**src/rtl/bcd_digit_scanner_if.sv**
```systemverilog
// Bus between the seven-segment display front end and bcd_digit_scanner.
//   bin_in  unsigned value to convert, sampled on an accepted load
//   load    conversion request, accepted when the scanner is not busy
//   busy    conversion in progress
//   ovf     last accepted value was above 9999
//   bcd     digit for the currently enabled position
//   anode   active-low one-hot digit enable, bit 0 = ones digit
// master: the requester (drives bin_in/load). slave: the scanner.
interface bcd_digit_scanner_if #(
   parameter int BIN_W = 14
);
   logic [BIN_W-1:0] bin_in;
   logic             load;
   logic             busy;
   logic             ovf;
   logic [3:0]       bcd;
   logic [3:0]       anode;

   modport master (
      output bin_in, load,
      input  busy, ovf, bcd, anode
   );

   modport slave (
      input  bin_in, load,
      output busy, ovf, bcd, anode
   );
endinterface

```
**src/rtl/bcd_digit_scanner.sv**
```systemverilog
// Converts a 14-bit binary value to four BCD digits by serial shift-add-3
// (one bit per clock) and time-multiplexes the digits onto one 4-bit bus
// for the seven-segment decoder.
// Ports:
//   clk    system clock, rising edge
//   rst_n  asynchronous active-low reset
//   bus    bcd_digit_scanner_if.slave (bin_in, load, busy, ovf, bcd, anode)
// Parameters:
//   SCAN_DIV  clocks per digit slot (2..2^20)
//   BIN_W     binary input width, fixed at 14
// Optional build macro:
//   LEADING_ZERO_BLANK_EN  keeps the anode of leading-zero digits 3..1 off
//
// state | meaning
// IDLE  | waiting for load; display register holds the last committed value
// CONV  | one adjust-and-shift step per clock, 14 steps
// DONE  | commit digits (or 9999 on overflow) to the display register
module bcd_digit_scanner #(
   parameter int SCAN_DIV = 50000,
   parameter int BIN_W    = 14
) (
   input logic               clk,
   input logic               rst_n,
   bcd_digit_scanner_if.slave bus
);

   localparam int PW = (SCAN_DIV > 1) ? $clog2(SCAN_DIV) : 1;
   localparam int SW = 16 + BIN_W;

   typedef enum logic [1:0] {ST_IDLE, ST_CONV, ST_DONE} state_t;

   state_t          state_q, state_d;
   logic [SW-1:0]   sr_q, sr_d;
   logic [3:0]      bit_cnt_q, bit_cnt_d;
   logic            big_q, big_d;
   logic [15:0]     disp_q, disp_d;
   logic            ovf_q, ovf_d;
   logic [PW-1:0]   presc_q, presc_d;
   logic [1:0]      idx_q, idx_d;
   logic [3:0]      bcd_q, bcd_d;
   logic [3:0]      anode_q, anode_d;
`ifdef LEADING_ZERO_BLANK_EN
   logic [3:1]      blank_q, blank_d;
`endif

   logic            capture, shift, commit;
   logic [SW-1:0]   adj;
   logic [15:0]     commit_val;
   logic            wrap;

   // state register
   always_ff @(posedge clk or negedge rst_n) begin
      if (!rst_n) state_q <= ST_IDLE;
      else        state_q <= state_d;
   end

   // next state
   always_comb begin
      state_d = state_q;
      case (state_q)
         ST_IDLE: if (bus.load) state_d = ST_CONV;
         ST_CONV: if (bit_cnt_q == 4'd13) state_d = ST_DONE;
         ST_DONE: state_d = ST_IDLE;
         default: state_d = ST_IDLE;
      endcase
   end

   // FSM outputs
   always_comb begin
      capture  = (state_q == ST_IDLE) && bus.load;
      shift    = (state_q == ST_CONV);
      commit   = (state_q == ST_DONE);
      bus.busy = (state_q != ST_IDLE);
   end

   // conversion datapath
   always_comb begin
      sr_d      = sr_q;
      bit_cnt_d = bit_cnt_q;
      big_d     = big_q;
      adj       = sr_q;
      for (int i = 0; i < 4; i++) begin
         if (adj[BIN_W + 4*i +: 4] >= 4'd5)
            adj[BIN_W + 4*i +: 4] = adj[BIN_W + 4*i +: 4] + 4'd3;
      end
      if (capture) begin
         sr_d      = {16'b0, bus.bin_in};
         bit_cnt_d = 4'd0;
         big_d     = (bus.bin_in > BIN_W'(9999));
      end else if (shift) begin
         sr_d      = {adj[SW-2:0], 1'b0};
         bit_cnt_d = bit_cnt_q + 4'd1;
      end
   end

   // commit and scan
   always_comb begin
      commit_val = big_q ? 16'h9999 : sr_q[SW-1:BIN_W];
      disp_d     = commit ? commit_val : disp_q;
      ovf_d      = commit ? big_q : ovf_q;
`ifdef LEADING_ZERO_BLANK_EN
      blank_d    = blank_q;
      if (commit) begin
         blank_d[3] = (commit_val[15:12] == 4'd0);
         blank_d[2] = blank_d[3] && (commit_val[11:8] == 4'd0);
         blank_d[1] = blank_d[2] && (commit_val[7:4] == 4'd0);
      end
`endif
      wrap    = (presc_q == PW'(SCAN_DIV - 1));
      presc_d = wrap ? '0 : presc_q + PW'(1);
      idx_d   = wrap ? idx_q + 2'd1 : idx_q;
      // bcd samples the display as it stands before this edge's commit
      bcd_d   = disp_q[{idx_d, 2'b00} +: 4];
`ifdef LEADING_ZERO_BLANK_EN
      anode_d = ~(4'b0001 << idx_d) | {blank_q, 1'b0};
`else
      anode_d = ~(4'b0001 << idx_d);
`endif
   end

   always_ff @(posedge clk or negedge rst_n) begin
      if (!rst_n) begin
         sr_q      <= '0;
         bit_cnt_q <= 4'd0;
         big_q     <= 1'b0;
         disp_q    <= 16'h0000;
         ovf_q     <= 1'b0;
         presc_q   <= '0;
         idx_q     <= 2'd0;
         bcd_q     <= 4'd0;
         anode_q   <= 4'b1110;
`ifdef LEADING_ZERO_BLANK_EN
         blank_q   <= 3'b000;
`endif
      end else begin
         sr_q      <= sr_d;
         bit_cnt_q <= bit_cnt_d;
         big_q     <= big_d;
         disp_q    <= disp_d;
         ovf_q     <= ovf_d;
         presc_q   <= presc_d;
         idx_q     <= idx_d;
         bcd_q     <= bcd_d;
         anode_q   <= anode_d;
`ifdef LEADING_ZERO_BLANK_EN
         blank_q   <= blank_d;
`endif
      end
   end

   assign bus.ovf   = ovf_q;
   assign bus.bcd   = bcd_q;
   assign bus.anode = anode_q;

endmodule

```
**src/flat_wrapper.sv**
```systemverilog
// flat-port wrapper written by rule: the top's interface ports become plain ports
module bcd_digit_scanner_flat 
#(
   parameter int SCAN_DIV = 50000,
   parameter int BIN_W    = 14
)
  (clk, rst_n, bus_bin_in, bus_load, bus_busy, bus_ovf, bus_bcd, bus_anode);
  bcd_digit_scanner_if #(.BIN_W(BIN_W)) bus_i ();
  input logic clk;
  input logic rst_n;
  input wire logic [$bits(bus_i.bin_in)-1:0] bus_bin_in;
  input wire logic [$bits(bus_i.load)-1:0] bus_load;
  output wire logic [$bits(bus_i.busy)-1:0] bus_busy;
  output wire logic [$bits(bus_i.ovf)-1:0] bus_ovf;
  output wire logic [$bits(bus_i.bcd)-1:0] bus_bcd;
  output wire logic [$bits(bus_i.anode)-1:0] bus_anode;
  assign bus_i.bin_in = bus_bin_in;
  assign bus_i.load = bus_load;
  assign bus_busy = bus_i.busy;
  assign bus_ovf = bus_i.ovf;
  assign bus_bcd = bus_i.bcd;
  assign bus_anode = bus_i.anode;
  bcd_digit_scanner #(.SCAN_DIV(SCAN_DIV), .BIN_W(BIN_W)) u_core (.clk(clk), .rst_n(rst_n), .bus(bus_i));
endmodule
```
**config.mk**
```make
export PLATFORM = sky130hd
export DESIGN_NAME = bcd_digit_scanner_flat
export DESIGN_NICKNAME = d
export VERILOG_FILES = /design/src/rtl/bcd_digit_scanner_if.sv /design/src/rtl/bcd_digit_scanner.sv /design/src/flat_wrapper.sv
export SDC_FILE = /design/constraint.sdc
export NUM_CORES = 1
export LEC_CHECK = 0
export CAP_MARGIN = 15
export CORE_MARGIN = 2
export CORE_UTILIZATION = 45
export DETAILED_ROUTE_END_ITERATION = 6
export SETUP_SLACK_MARGIN = 0.02
export SLEW_MARGIN = 20
export SYNTH_ARGS = -nofsm -noshare
export SYNTH_HDL_FRONTEND = slang
export SYNTH_SLANG_ARGS = --single-unit
```
**constraint.sdc**
```tcl
create_clock -name clk -period 2.4 [get_ports clk]
set_clock_uncertainty 0.15 [all_clocks]
set_input_delay 0.36 -clock clk [delete_from_list [all_inputs] [get_ports clk]]
set_output_delay 0.36 -clock clk [all_outputs]
set_load 0.02 [all_outputs]
```
==> Word-level counts from Yosys, hierarchy flattened <==
Index checks and enable logic that the tools add are counted.
{ "classes": {"eq_ne": 6, "reduce_logical": 5, "n_shift": 2, "magnitude_cmp": 5, "bitwise": 1, "addsub": 7, "n_mux": 14} }
{ "ops": {"columns": ["operator", "count"], "rows": [
  ["2-to-1 mux 30 bit", 2],
  ["2-to-1 mux 16 bit", 2],
  ["2-to-1 mux 4 bit", 5],
  ["adder 16 x 1 -> 16 bit (second input constant)", 1],
  ["equality test 16 bit (second input constant)", 1],
  [">= comparator 4 x 3 -> 1 bit (second input constant)", 4],
  ["variable part select 16 x 5 -> 4 bit", 1],
  ["greater-than comparator 14 bit (second input constant)", 1],
  ["adder 4 x 2 -> 4 bit (second input constant)", 3],
  ["2-to-1 mux 2 bit", 3],
  ["adder 4 x 1 -> 4 bit (second input constant)", 1],
  ["equality test 4 bit (second input constant)", 1],
  ["!= test 2 bit (second input constant)", 2],
  ["NOT 4 bit", 1],
  ["one-hot mux 2 bit (2 select lines)", 1],
  ["nonzero test 2 bit", 2],
  ["<< shifter 1 x 2 -> 4 bit (first input constant)", 1],
  ["adder 3 x 2 -> 3 bit (second input constant)", 1],
  ["2-to-1 mux 3 bit", 1],
  ["adder 2 x 1 -> 2 bit (second input constant)", 1],
  ["equality test 2 x 1 -> 1 bit (second input constant)", 1],
  ["equality test 2 bit (second input constant)", 1],
  ["zero test 2 bit", 1],
  ["AND reduction 2 bit", 1],
  ["logical AND 1 bit", 1]
]} }
{ "totals": {"regBits": 80, "out_inout_bits": 10, "word_cells": 50, "input_bits": 17} }

==> Depth between registers and ports, before layout <==
Gate-level depths: netlist of run 1.
{ "depth": {"depth_word": 4, "mapped_depth": 8} }

==> Worst setup path before layout of run 1 <==
No wires, ideal clock.
{ "synth_timing": {"path_kind": "flip-flop to flip-flop", "from": "reg u_core.presc_q[0]", "to": "reg u_core.bcd_q[0] (netlist: u_core.bus.bcd[0])", "arrival_time_ns": 1.667, "synth_period_minus_slack_ns": 1.941, "required_time_ns": 2.126, "path_slack_ns": 0.459, "path_stages_with_launch": 7, "cell_sequence": "dfrtp_1 -> ha_1 -> and3_1 -> and4_1 -> buf_2 -> mux2_2 -> a211o_1"} }
{ "synth_via": {"elab_chain_len": 3} }
{ "synth_lines": {"columns": ["element", "line", "source"], "rows": [
  ["start, declared", "bcd_digit_scanner.sv:38", "logic [PW-1:0] presc_q, presc_d;"],
  ["start signal, assigned", "bcd_digit_scanner.sv:141", "presc_q <= presc_d;"],
  ["equality test 16 bit", "bcd_digit_scanner.sv:109", "wrap = (presc_q == PW'(SCAN_DIV - 1));"],
  ["2-to-1 mux 2 bit", "bcd_digit_scanner.sv:111", "idx_d = wrap ? idx_q + 2'd1 : idx_q;"],
  ["variable part select 16 x 5 -> 4 bit", "bcd_digit_scanner.sv:113", "bcd_d = disp_q[{idx_d, 2'b00} +: 4];"],
  ["net u_core.bcd_d[0]", "bcd_digit_scanner.sv:40", "logic [3:0] bcd_q, bcd_d;"],
  ["end signal, assigned", "bcd_digit_scanner.sv:130", "bcd_q <= 4'd0;"],
  ["end signal, assigned", "bcd_digit_scanner.sv:143", "bcd_q <= bcd_d;"],
  ["end, declared", "bcd_digit_scanner.sv:40", null]
]} }
The timed path passes the listed nets, and every way through them passes these cells.
A chain may end at the register's enable or synchronous reset.

==> Worst setup path in the final report of run 1 <==
{ "layout_timing": {"from": "reg u_core.state_q[0]", "to": "out bus_busy"} }
{ "layout_via": {"elab_chain_len": 1} }
{ "layout_lines": {"columns": ["element", "line", "source"], "rows": [
  ["start, declared", "bcd_digit_scanner.sv:32", "state_t state_q, state_d;"],
  ["start signal, assigned", "bcd_digit_scanner.sv:54", "else state_q <= state_d;"],
  ["nonzero test 2 bit", "bcd_digit_scanner.sv:73", "bus.busy = (state_q != ST_IDLE);"],
  ["end, declared", "flat_wrapper.sv:13", "output wire logic [$bits(bus_i.busy)-1:0] bus_busy;"]
]} }
No other way between the ends.

==> results of run 1 <==
[through the flow]
step / cell area, um2 / setup WS (ns)
detailed placement: 4330 / 0.2925
finish: 4558 / 0.2520
CTS: 4558 / 0.2386
floorplan: 3924 / 0.4591
global placement: 4330 / 0.3193
global route: 4558 / 0.1110
[sequential cells by signal, summed over array words and instances (netlist names), 2 cells and up]
name	cells
u_core.bus.anode	4
u_core.bit_cnt_q	4
u_core.sr_q	30
u_core.state_q	2
u_core.bus.bcd	4
u_core.idx_q	2
u_core.presc_q	16
u_core.disp_q	16
[layout by cell type, fill, tap and decap left out, types with 13 or more instances in the layout]
master,instances
sky130_fd_sc_hd__mux2i_1,13
sky130_fd_sc_hd__nor2_1,27
sky130_fd_sc_hd__o21ai_0,28
sky130_fd_sc_hd__nand2b_1,15
sky130_fd_sc_hd__clkdlybuf4s50_1,25
sky130_fd_sc_hd__nand3_1,18
sky130_fd_sc_hd__nand2_1,67
sky130_fd_sc_hd__o31ai_1,13
sky130_fd_sc_hd__clkbuf_8,13
sky130_fd_sc_hd__dfrtp_1,77
sky130_fd_sc_hd__buf_4,13
[tightest hold or removal path: cells and delay by family (launching register included)]
family        cells  cell delay, ns
flops             1            0.35
simple gates      2            0.11
[how the worst min path moves through the flow]
| stage | start | to | slack (ns) | cells after the start |
|---|---|---|---|---|
| after floorplan | rst_n | u_core.big_q | -0.09 | 0 |
| after global placement | rst_n | u_core.presc_q[8] | 0.22 | 1 |
| final | u_core.sr_q[2] | u_core.sr_q[2] | 0.33 | 2 |
| after global routing | u_core.disp_q[15] | u_core.disp_q[15] | 0.36 | 2 |
| after detailed placement | rst_n | u_core.presc_q[8] | 0.22 | 1 |
| after CTS | u_core.presc_q[0] | u_core.presc_q[0] | 0.34 | 1 |
[routing by layer]
layer  vias up  track usage (%)  part of all wire, %
li1       1422                -                    -
met4         0            7.479                  2.3
met3        14            3.022                  3.0
met1      1372            23.21                   50
met2        48            27.11                   45
met5         -                0                    0
[where the power goes]
group,total [mW],switching (mW),internal (mW),leakage [nW]
Sequential,2.12,0.347,1.77,1.01
Clock,1.07,0.471,0.594,0.113
Combinational,1.62,0.882,0.737,0.933
Total,4.80,1.70,3.10,2.05
[cells in the mapped netlist, types with 4 or more instances]
master and count:
sky130_fd_sc_hd__dfrtp_1 77, sky130_fd_sc_hd__nand2_1 67, sky130_fd_sc_hd__o21ai_0 28, sky130_fd_sc_hd__nor2_1 27, sky130_fd_sc_hd__clkbuf_1 19, sky130_fd_sc_hd__nand3_1 18
sky130_fd_sc_hd__nand2b_1 15, sky130_fd_sc_hd__mux2i_1 13, sky130_fd_sc_hd__o31ai_1 13, sky130_fd_sc_hd__a22oi_1 12, sky130_fd_sc_hd__xor2_1 12, sky130_fd_sc_hd__ha_1 11
sky130_fd_sc_hd__inv_1 10, sky130_fd_sc_hd__xnor2_1 10, sky130_fd_sc_hd__mux2_2 9, sky130_fd_sc_hd__nor2b_1 7, sky130_fd_sc_hd__nand4_1 6, sky130_fd_sc_hd__a21oi_1 5
sky130_fd_sc_hd__a211o_1 4, sky130_fd_sc_hd__a32o_1 4, sky130_fd_sc_hd__and3_1 4
[area by class of cell]
| type | instances | area, um2 |
|---|---|---|
| Fill cell | 789 | 4035 |
| Sequential cell | 80 | 2006 |
| Multi-Input combinational cell | 284 | 1784 |
| Timing Repair Buffer | 40 | 377.9 |
| Clock buffer | 14 | 182.7 |
| Tap cell | 108 | 135.1 |
| Inverter | 10 | 37.54 |
| Clock inverter | 2 | 35.03 |
[logic make-up after synthesis]
logic type | after synthesis | share of synthesized area, %
and+or+nand+nor | 160 | 19.64
DFF | 80 | 51.12
adders and majority gates | 11 | 3.508
xor gates and xnor gates | 22 | 4.911
buffers and inverters | 34 | 3.539
AOI/OAI and AO/OA | 69 | 11.38
muxes | 22 | 5.899
==> impl_metrics.env, run 1 <==
export IMPL_part_of_the_cycle_the_worst_path_needs_pct=89.50
export IMPL_max_cap_violations=0
export IMPL_globalRoute_totalOverflow=0
export IMPL_row_count=34
export IMPL_worst_ep_required_time_ns=1.89
export IMPL_clkSlewWorstSetupHoldPaths_ns=0.08
export IMPL_cts_num_sinks=80
export IMPL_crit_family="buffers and inverters"
export IMPL_yosysSeqAreaShare_pct=51.12
export IMPL_run_status="finished, final reports clean"
export IMPL_worst_path_buf_inv=1
export IMPL_syn_num_nets=426
export IMPL_hpwlAfterDp_mm=5.047
export IMPL_insertion_delay_ns=0.35
export IMPL_drc=0
export IMPL_grt_pass1_vias=2790
export IMPL_ys_flop_type="sky130_fd_sc_hd__dfrtp_1"
export IMPL_totalPowerFinal_mw=4.800
export IMPL_area_growth_pct=16.17
export IMPL_pwr_density_cell_nw_per_um2=1053
export IMPL_post_layout_nonfiller_instances=538
export IMPL_synthesis_area_um2=3924
export IMPL_totalWireLength_mm=7.328
export IMPL_cts_hold_buffers_added=1
export IMPL_detailedRoute_firstPassIterationCount=4
export IMPL_minimum_period_implied_by_the_final_worst_setup_slack_ns=2.148
export IMPL_startpoint="u_core.state_q[0]"
export IMPL_ant_nets=0
export IMPL_floorplan_initialDensity_pct=45.66
export IMPL_timing_critical_path_depth=2
export IMPL_final_core_util_pct=53.04
export IMPL_synth_seq_cells=80
export IMPL_unrepaired_setup_endpoints_after_global_routing="no"
export IMPL_routed_via_density=5.309
export IMPL_routedWlPerCell_um=13.62
export IMPL_postSynthAreaPerCell_um2=9.859
export IMPL_netlist_instances=398
export IMPL_critical_path_start_type="flop"
export IMPL_num_vias=2856
export IMPL_ff2ff_setup_slack_ns=0.30
export IMPL_synth_top_area_share_pct=49.11
export IMPL_cp_endpoint="bus_busy"
export IMPL_slew_viol_final=0
export IMPL_htreeDepth=3
export IMPL_worst_r2r_path_depth=4
export IMPL_fmax_ghz=0.4655
export IMPL_power_static_leakage_nw=2.053
export IMPL_finish_net_count=453
export IMPL_clk_path_buf_depth=2
export IMPL_worst_hold_path_type="reg2reg"
export IMPL_synth_distinct_cells=38
export IMPL_tritoncts="built"
export IMPL_relSlewSlack_pct=43.45
export IMPL_path_cells="or2_2 > clkdlybuf4s50_1"
export IMPL_fin_setup_tns_ns=0
export IMPL_cts_made_buffers=9
export IMPL_die_width_um=97.38
export IMPL_die_height_um=97.38
export IMPL_setup_viol_count_final=0
export IMPL_worstReg2RegEnd="u_core.bus.bcd[2]"
export IMPL_timing_hold_violations_final=0
export IMPL_critical_path_max_stage_delay_ns=0.54
export IMPL_dieArea_um2=9483
export IMPL_ctsResizeCount=0
export IMPL_setup_worst_path_class="reg2out"
export IMPL_boundaryPins=27
export IMPL_drive_gt1_share_pct=10.47
export IMPL_place_inst=521
export IMPL_timing_rr_start="u_core.presc_q[10]"
export IMPL_ys_warn_count=0
export IMPL_grt_max_degree=42
export IMPL_core_region_area_um2=8593
export IMPL_first_iter_violations=108
export IMPL_ctsRootBufferMaster="sky130_fd_sc_hd__clkbuf_8"
export IMPL_synth_edff_count=0
export IMPL_grt_pass1_wl_mm=13.18
export IMPL_gr_usage_all_layers_pct=17.12
export IMPL_max_slew_worst_pin_slew_ns=0.8452
export IMPL_cp_slowest_cell="sky130_fd_sc_hd__clkdlybuf4s50_1"
export IMPL_post_synth_main_area_contributors="sky130_fd_sc_hd__dfrtp_1, sky130_fd_sc_hd__nand2_1, sky130_fd_sc_hd__o21ai_0"
export IMPL_numPortBuffers=26
export IMPL_asyncSetResetFlopFracSynth_pct=100.0
export IMPL_insertedDiodeCount=0
export IMPL_ir_drop_uv=549.2
export IMPL_grt_antenna_before_repair=0
export IMPL_globalplace_congestion=0.7649
export IMPL_cp_arrival_ns=1.64
export IMPL_fin_hold_ws_ns=0.3318
export IMPL_endpoint_kind="primary output"
export IMPL_synth_largest_area_cell="sky130_fd_sc_hd__dfrtp_1"
export IMPL_post_cts_repair_setup_buffers=0
export IMPL_critical_path_fanouts_max=6
No activity file was read; power rests on OpenSTA's default activity.
==> run 2, diff against run 1 <==
--- a/config.mk
+++ b/config.mk
@@ -8,7 +8,9 @@
 export CAP_MARGIN = 15
 export CORE_MARGIN = 2
 export CORE_UTILIZATION = 45
+export CTS_BUF_LIST = sky130_fd_sc_hd__clkbuf_4
 export DETAILED_ROUTE_END_ITERATION = 6
+export MAX_ROUTING_LAYER = met4
 export SETUP_SLACK_MARGIN = 0.02
 export SLEW_MARGIN = 20
 export SYNTH_ARGS = -nofsm -noshare
==> run 2 against run 1 <==
Final area down 2.0%. Global-route usage is 0.52 points higher. Non-clock buffer count unchanged. Total power fell by 6.6%. Highest routed layer unchanged. Maximum frequency decreased by 3.6%. Sequential share of layout area up 0.91 points. Core utilization decreased by 1.1 points. Final cell count unchanged. Sequential cell count is the same. Critical path type unchanged. Wire length decreased by 0.45%. Hold slack got worse by 0.049 ns.
==> impl_metrics.env, run 2 (synthesis results as in run 1) <==
export IMPL_run_status="finished, final reports clean"
export IMPL_first_iter_violations=122
export IMPL_insertion_delay_ns=0.42
export IMPL_gr_usage_all_layers_pct=17.64
export IMPL_totalPowerFinal_mw=4.484
export IMPL_ant_nets=0
export IMPL_clkSlewWorstSetupHoldPaths_ns=0.13
export IMPL_placement_cell_area_um2=4330
export IMPL_post_cts_repair_setup_buffers=0
export IMPL_row_count=34
export IMPL_final_cell_area_um2=4466
export IMPL_fin_setup_tns_ns=0
export IMPL_insertedDiodeCount=0
export IMPL_drive_gt1_share_pct=9.767
export IMPL_drc=0
export IMPL_clk_path_buf_depth=2
export IMPL_grt_pass1_vias=2788
export IMPL_numPortBuffers=26
export IMPL_fmax_ghz=0.4487
export IMPL_floorplan_initialDensity_pct=45.66
export IMPL_grt_max_degree=42
export IMPL_worstReg2RegEnd="u_core.bus.bcd[1]"
export IMPL_ir_drop_uv=552.1
export IMPL_worst_hold_path_type="in2async"
export IMPL_cts_num_sinks=80
export IMPL_routedWlPerCell_um=13.56
export IMPL_cts_made_buffers=9
export IMPL_detailedRoute_firstPassIterationCount=4
export IMPL_relSlewSlack_pct=43.04
export IMPL_hpwlAfterDp_mm=5.047
export IMPL_power_static_leakage_nw=2.011
export IMPL_cp_arrival_ns=1.72
export IMPL_reg_top3="u_core.sr_q (30), u_core.disp_q (16), u_core.presc_q (16)"
export IMPL_grt_pass1_wl_mm=13.13
export IMPL_part_of_the_cycle_the_worst_path_needs_pct=92.87
export IMPL_slew_viol_final=0
export IMPL_minimum_period_implied_by_the_final_worst_setup_slack_ns=2.229
export IMPL_globalplace_congestion=0.7750
export IMPL_area_growth_pct=13.81
export IMPL_critical_path_fanouts_max=6
export IMPL_htreeDepth=3
export IMPL_tritoncts="built"
export IMPL_critical_path_start_type="flop"
export IMPL_clock_power_share_pct=16.9
export IMPL_dieArea_um2=9483
export IMPL_ff2ff_setup_slack_ns=0.29
export IMPL_startpoint="u_core.state_q[0]"
export IMPL_ctsRootBufferMaster="sky130_fd_sc_hd__clkbuf_4"
export IMPL_num_vias=2845
export IMPL_mostFrequentLayoutCells="sky130_fd_sc_hd__dfrtp_1, sky130_fd_sc_hd__nand2_1, sky130_fd_sc_hd__o21ai_0"
export IMPL_grt_antenna_before_repair=0
export IMPL_unrepaired_setup_endpoints_after_global_routing="no"
export IMPL_layout_cells_most_common="sky130_fd_sc_hd__dfrtp_1"
export IMPL_worst_ep_required_time_ns=1.89
export IMPL_finish_net_count=453
export IMPL_max_cap_violations=0
export IMPL_die_height_um=97.38
export IMPL_die_width_um=97.38
export IMPL_max_slew_worst_pin_slew_ns=0.8513
export IMPL_setup_worst_path_class="reg2out"
export IMPL_p_int_mw=2.817
export IMPL_worst_r2r_path_depth=4
export IMPL_largest_register_ffs=30
export IMPL_boundaryPins=27
export IMPL_globalRoute_totalOverflow=0
export IMPL_pwr_density_cell_nw_per_um2=1004
export IMPL_setup_viol_count_final=0
export IMPL_totalWireLength_mm=7.295
export IMPL_timing_hold_violations_final=0
export IMPL_core_region_area_um2=8593
export IMPL_routed_via_density=5.288
export IMPL_p_switching_mw=1.667
export IMPL_share_seq_of_total_power_pct=47.0
export IMPL_endpoint_kind="primary output"
export IMPL_top_register="u_core.sr_q"
export IMPL_timing_rr_start="u_core.presc_q[10]"
export IMPL_combPwrFrac_pct=36.1
export IMPL_switching_share_pct=37.17
export IMPL_cp_endpoint="bus_busy"
==> run 2: cell count changes in the layout (fill, tap and decap cells not counted), sizes merged <==
cell,before,now
clkinv,1,5
clkbuf,14,10
==> run 2: worst min-delay path by stage <==
stage	from	endpoint
after floorplan	rst_n	u_core.big_q
after global placement	rst_n	u_core.presc_q[8]
after detailed placement	rst_n	u_core.presc_q[8]
after CTS	rst_n	u_core.presc_q[8]
after global routing	bus_bin_in[0]	u_core.sr_q[0]
final	rst_n	u_core.presc_q[8]
==> run 2: through the flow <==
stage | instances | util [%] | hold WS, ns | setup WS (ns)
floorplan | 398 | - | -0.08559 | 0.4591
global placement | 521 | 50.39 | 0.2224 | 0.3193
detailed placement | 521 | 50.39 | 0.2218 | 0.2925
CTS | 538 | 51.97 | 0.2831 | 0.1447
global route | 538 | 51.97 | 0.3068 | 0.1012
finish | 538 | 51.97 | 0.2824 | 0.1711
==> run 2: area by class of cell <==
type | count | area, um2
fill | 805 | 4128
sequential | 80 | 2006
multi-input combinational | 284 | 1784
timing repair buffer | 40 | 377.9
tap | 108 | 135.1
clock buffer | 10 | 75.07
clock inverter | 6 | 50.05
inverter | 10 | 37.54
==> run 2: per-layer routing <==
layer | up-vias | track usage (%) | wire length [um]
met5 | - | - | 0
li1 | 1431 | - | -
met4 | 0 | 8.440 | 144
met1 | 1354 | 23.23 | 3700
met2 | 48 | 26.79 | 3238
met3 | 12 | 2.878 | 212
==> run 2: critical path, stage by stage (launching register included) <==
cell,delay [ns]
sky130_fd_sc_hd__dfrtp_1,0.45
sky130_fd_sc_hd__or2_2,0.32
sky130_fd_sc_hd__clkdlybuf4s50_1,0.54
==> run 2: power by group through the flow <==
stage	Sequential (mW)	Combinational (mW)	Clock [mW]
floorplan	2.06	1.21	0
global placement	2.13	1.59	0
detailed placement	2.14	1.63	0
CTS	2.11	1.64	0.789
global route	2.18	1.87	0.842
finish	2.11	1.62	0.757
==> run 2: repair_timing <==
| item | CTS | global route |
|---|---|---|
| gates resized for setup | 0 | 0 |
| endpoints found under the hold margin | 36 | 0 |
| hold buffers | 1 | 0 |
==> run 3, diff against run 2 <==
--- a/config.mk
+++ b/config.mk
@@ -6,11 +6,13 @@
 export NUM_CORES = 1
 export LEC_CHECK = 0
 export CAP_MARGIN = 15
-export CORE_MARGIN = 2
-export CORE_UTILIZATION = 45
+export CELL_PAD_IN_SITES_DETAIL_PLACEMENT = 1
+export CELL_PAD_IN_SITES_GLOBAL_PLACEMENT = 1
+export CORE_UTILIZATION = 48
 export CTS_BUF_LIST = sky130_fd_sc_hd__clkbuf_4
 export DETAILED_ROUTE_END_ITERATION = 6
 export MAX_ROUTING_LAYER = met4
+export PLACE_DENSITY_LB_ADDON = 0.1
 export SETUP_SLACK_MARGIN = 0.02
 export SLEW_MARGIN = 20
 export SYNTH_ARGS = -nofsm -noshare
==> run 3 against run 2 <==
Critical path depth stayed put. Final cell count is 2.2% lower. Die area down 9.9%. Sequential share of layout area grew 0.57 points. Setup slack improved by 0.0072 ns. Non-clock buffer count is 4 lower. Final area shrank 1.3%. Combinational power is essentially flat. First-iteration DRC count fell by 14%. Global-route usage is 4.8 points higher. Via count is 1.7% higher. Total power decreased by 1.5%.
==> impl_metrics.env, run 3 (synthesis results as in run 1) <==
export IMPL_post_route_setup_slack_ns=0.1783
export IMPL_core_region_area_um2=7807
export IMPL_finish_net_count=449
export IMPL_tritoncts="built"
export IMPL_critical_path_max_stage_delay_ns=0.54
export IMPL_cts_made_buffers=9
export IMPL_die_width_um=92.41
export IMPL_dieArea_um2=8540
export IMPL_area_growth_pct=12.37
export IMPL_setup_viol_count_final=0
export IMPL_pwr_density_cell_nw_per_um2=1002
export IMPL_top_register="u_core.sr_q"
export IMPL_mostFrequentLayoutCells="sky130_fd_sc_hd__dfrtp_1, sky130_fd_sc_hd__nand2_1, sky130_fd_sc_hd__o21ai_0"
export IMPL_max_cap_violations=0
export IMPL_path_cells="or2_2 > clkdlybuf4s50_1"
export IMPL_totalWireLength_mm=8.227
export IMPL_largest_register_ffs=30
export IMPL_grt_max_degree=45
export IMPL_grt_pass1_wl_mm=14.39
export IMPL_setup_worst_path_class="reg2out"
export IMPL_numPortBuffers=26
export IMPL_power_static_leakage_nw=1.978
export IMPL_fin_setup_tns_ns=0
export IMPL_clk_path_buf_depth=2
export IMPL_drive_gt1_share_pct=8.726
export IMPL_endpoint_kind="primary output"
export IMPL_grt_pass1_vias=2966
export IMPL_timing_hold_violations_final=0
export IMPL_first_iter_violations=105
export IMPL_detailedRoute_firstPassIterationCount=4
export IMPL_minimum_period_implied_by_the_final_worst_setup_slack_ns=2.222
export IMPL_routedWlPerCell_um=15.64
export IMPL_globalRoute_totalOverflow=0
export IMPL_boundaryPins=27
export IMPL_worst_r2r_path_depth=5
export IMPL_clkSlewWorstSetupHoldPaths_ns=0.12
export IMPL_insertion_delay_ns=0.42
export IMPL_cp_arrival_ns=1.71
export IMPL_cts_num_sinks=80
export IMPL_worst_hold_path_type="in2async"
export IMPL_critical_path_start_type="flop"
export IMPL_drc=0
export IMPL_dp_slack_ns=0.1982
export IMPL_hpwlAfterDp_mm=5.859
export IMPL_reg_top3="u_core.sr_q (30), u_core.disp_q (16), u_core.presc_q (16)"
export IMPL_placement_cell_area_um2=4305
export IMPL_row_count=32
export IMPL_globalplace_congestion=0.7626
export IMPL_final_core_util_pct=56.47
export IMPL_place_inst=511
export IMPL_cp_slowest_cell="sky130_fd_sc_hd__clkdlybuf4s50_1"
export IMPL_critical_path_fanouts_max=6
export IMPL_num_vias=2893
export IMPL_max_slew_worst_pin_slew_ns=0.8660
export IMPL_grt_antenna_before_repair=0
export IMPL_run_status="finished, final reports clean"
export IMPL_post_cts_repair_setup_buffers=0
export IMPL_ant_nets=0
export IMPL_ir_drop_uv=541.8
export IMPL_htreeDepth=3
export IMPL_relSlewSlack_pct=42.05
export IMPL_fmax_ghz=0.4501
export IMPL_ctsRootBufferMaster="sky130_fd_sc_hd__clkbuf_4"
export IMPL_layout_cells_most_common="sky130_fd_sc_hd__dfrtp_1"
export IMPL_routed_via_density=5.500
export IMPL_insertedDiodeCount=0
export IMPL_worst_ep_required_time_ns=1.89
export IMPL_ff2ff_setup_slack_ns=0.18
export IMPL_slew_viol_final=0
export IMPL_final_cell_area_um2=4409
export IMPL_post_layout_nonfiller_instances=526
export IMPL_die_height_um=92.41
export IMPL_fillerInstances=880
export IMPL_gr_usage_all_layers_pct=22.42
export IMPL_part_of_the_cycle_the_worst_path_needs_pct=92.57
export IMPL_unrepaired_setup_endpoints_after_global_routing="no"
export IMPL_floorplan_initialDensity_pct=50.26
## run 3: stage by stage
step	power [mW]	hold slack, ns
after floorplan	3.272	-0.08559
after global placement	3.731	0.2091
after detailed placement	3.835	0.2126
after CTS	4.491	0.2679
after global routing	4.811	0.2906
final	4.416	0.2720
## run 3: worst max-delay path, delay by kind of cell, from the launching register on
kind / cells / cell delay, ns
buffers and inverters: 1 / 0.54
flip-flops: 1 / 0.45
AND/OR/NAND/NOR: 1 / 0.31
## run 3: final cells by class
| type | count | area (um2) | area share (%) |
|---|---|---|---|
| multi-input cells | 284 | 1784 | 40.47 |
| clock buffers | 11 | 82.58 | 1.873 |
| flip-flops and latches | 80 | 2006 | 45.49 |
| inverters | 10 | 37.54 | 0.8513 |
| repair buffers | 36 | 360.3 | 8.173 |
| well taps | 102 | 127.6 | 2.894 |
| clock inverters | 3 | 11.26 | 0.2554 |
## run 3: metal layers
| metal | GRT usage (%) | vias to the layer above | routed length (um) |
|---|---|---|---|
| met4 | 7.552 | 0 | 104 |
| met5 | - | - | 0 |
| met3 | 5.090 | 8 | 213 |
| met1 | 28.27 | 1438 | 3813 |
| li1 | - | 1410 | - |
| met2 | 35.80 | 37 | 4095 |
## run 3: repair_timing
action | 4_1_cts | 5_1_grt
setup endpoints to repair | 0 | 0
gates resized for setup | 0 | 0
hold buffers | 1 | 0
endpoints found under the hold margin | 33 | 0
## run 3: worst paths after layout
path	from	to
hold reg to reg	u_core.sr_q[5]	u_core.sr_q[5]
min in group clk	bus_bin_in[0]	u_core.sr_q[0]
hold / removal	rst_n	u_core.presc_q[13]
max in group asynchronous	rst_n	u_core.sr_q[10]
setup reg to reg	u_core.presc_q[10]	u_core.bus.bcd[2]
setup / recovery	u_core.state_q[0]	bus_busy
## run 3: report_power, final
part,switching (mW),leakage [nW],internal [mW]
Combinational,0.916,0.915,0.736
Clock,0.424,0.0553,0.216
Sequential,0.358,1.01,1.77
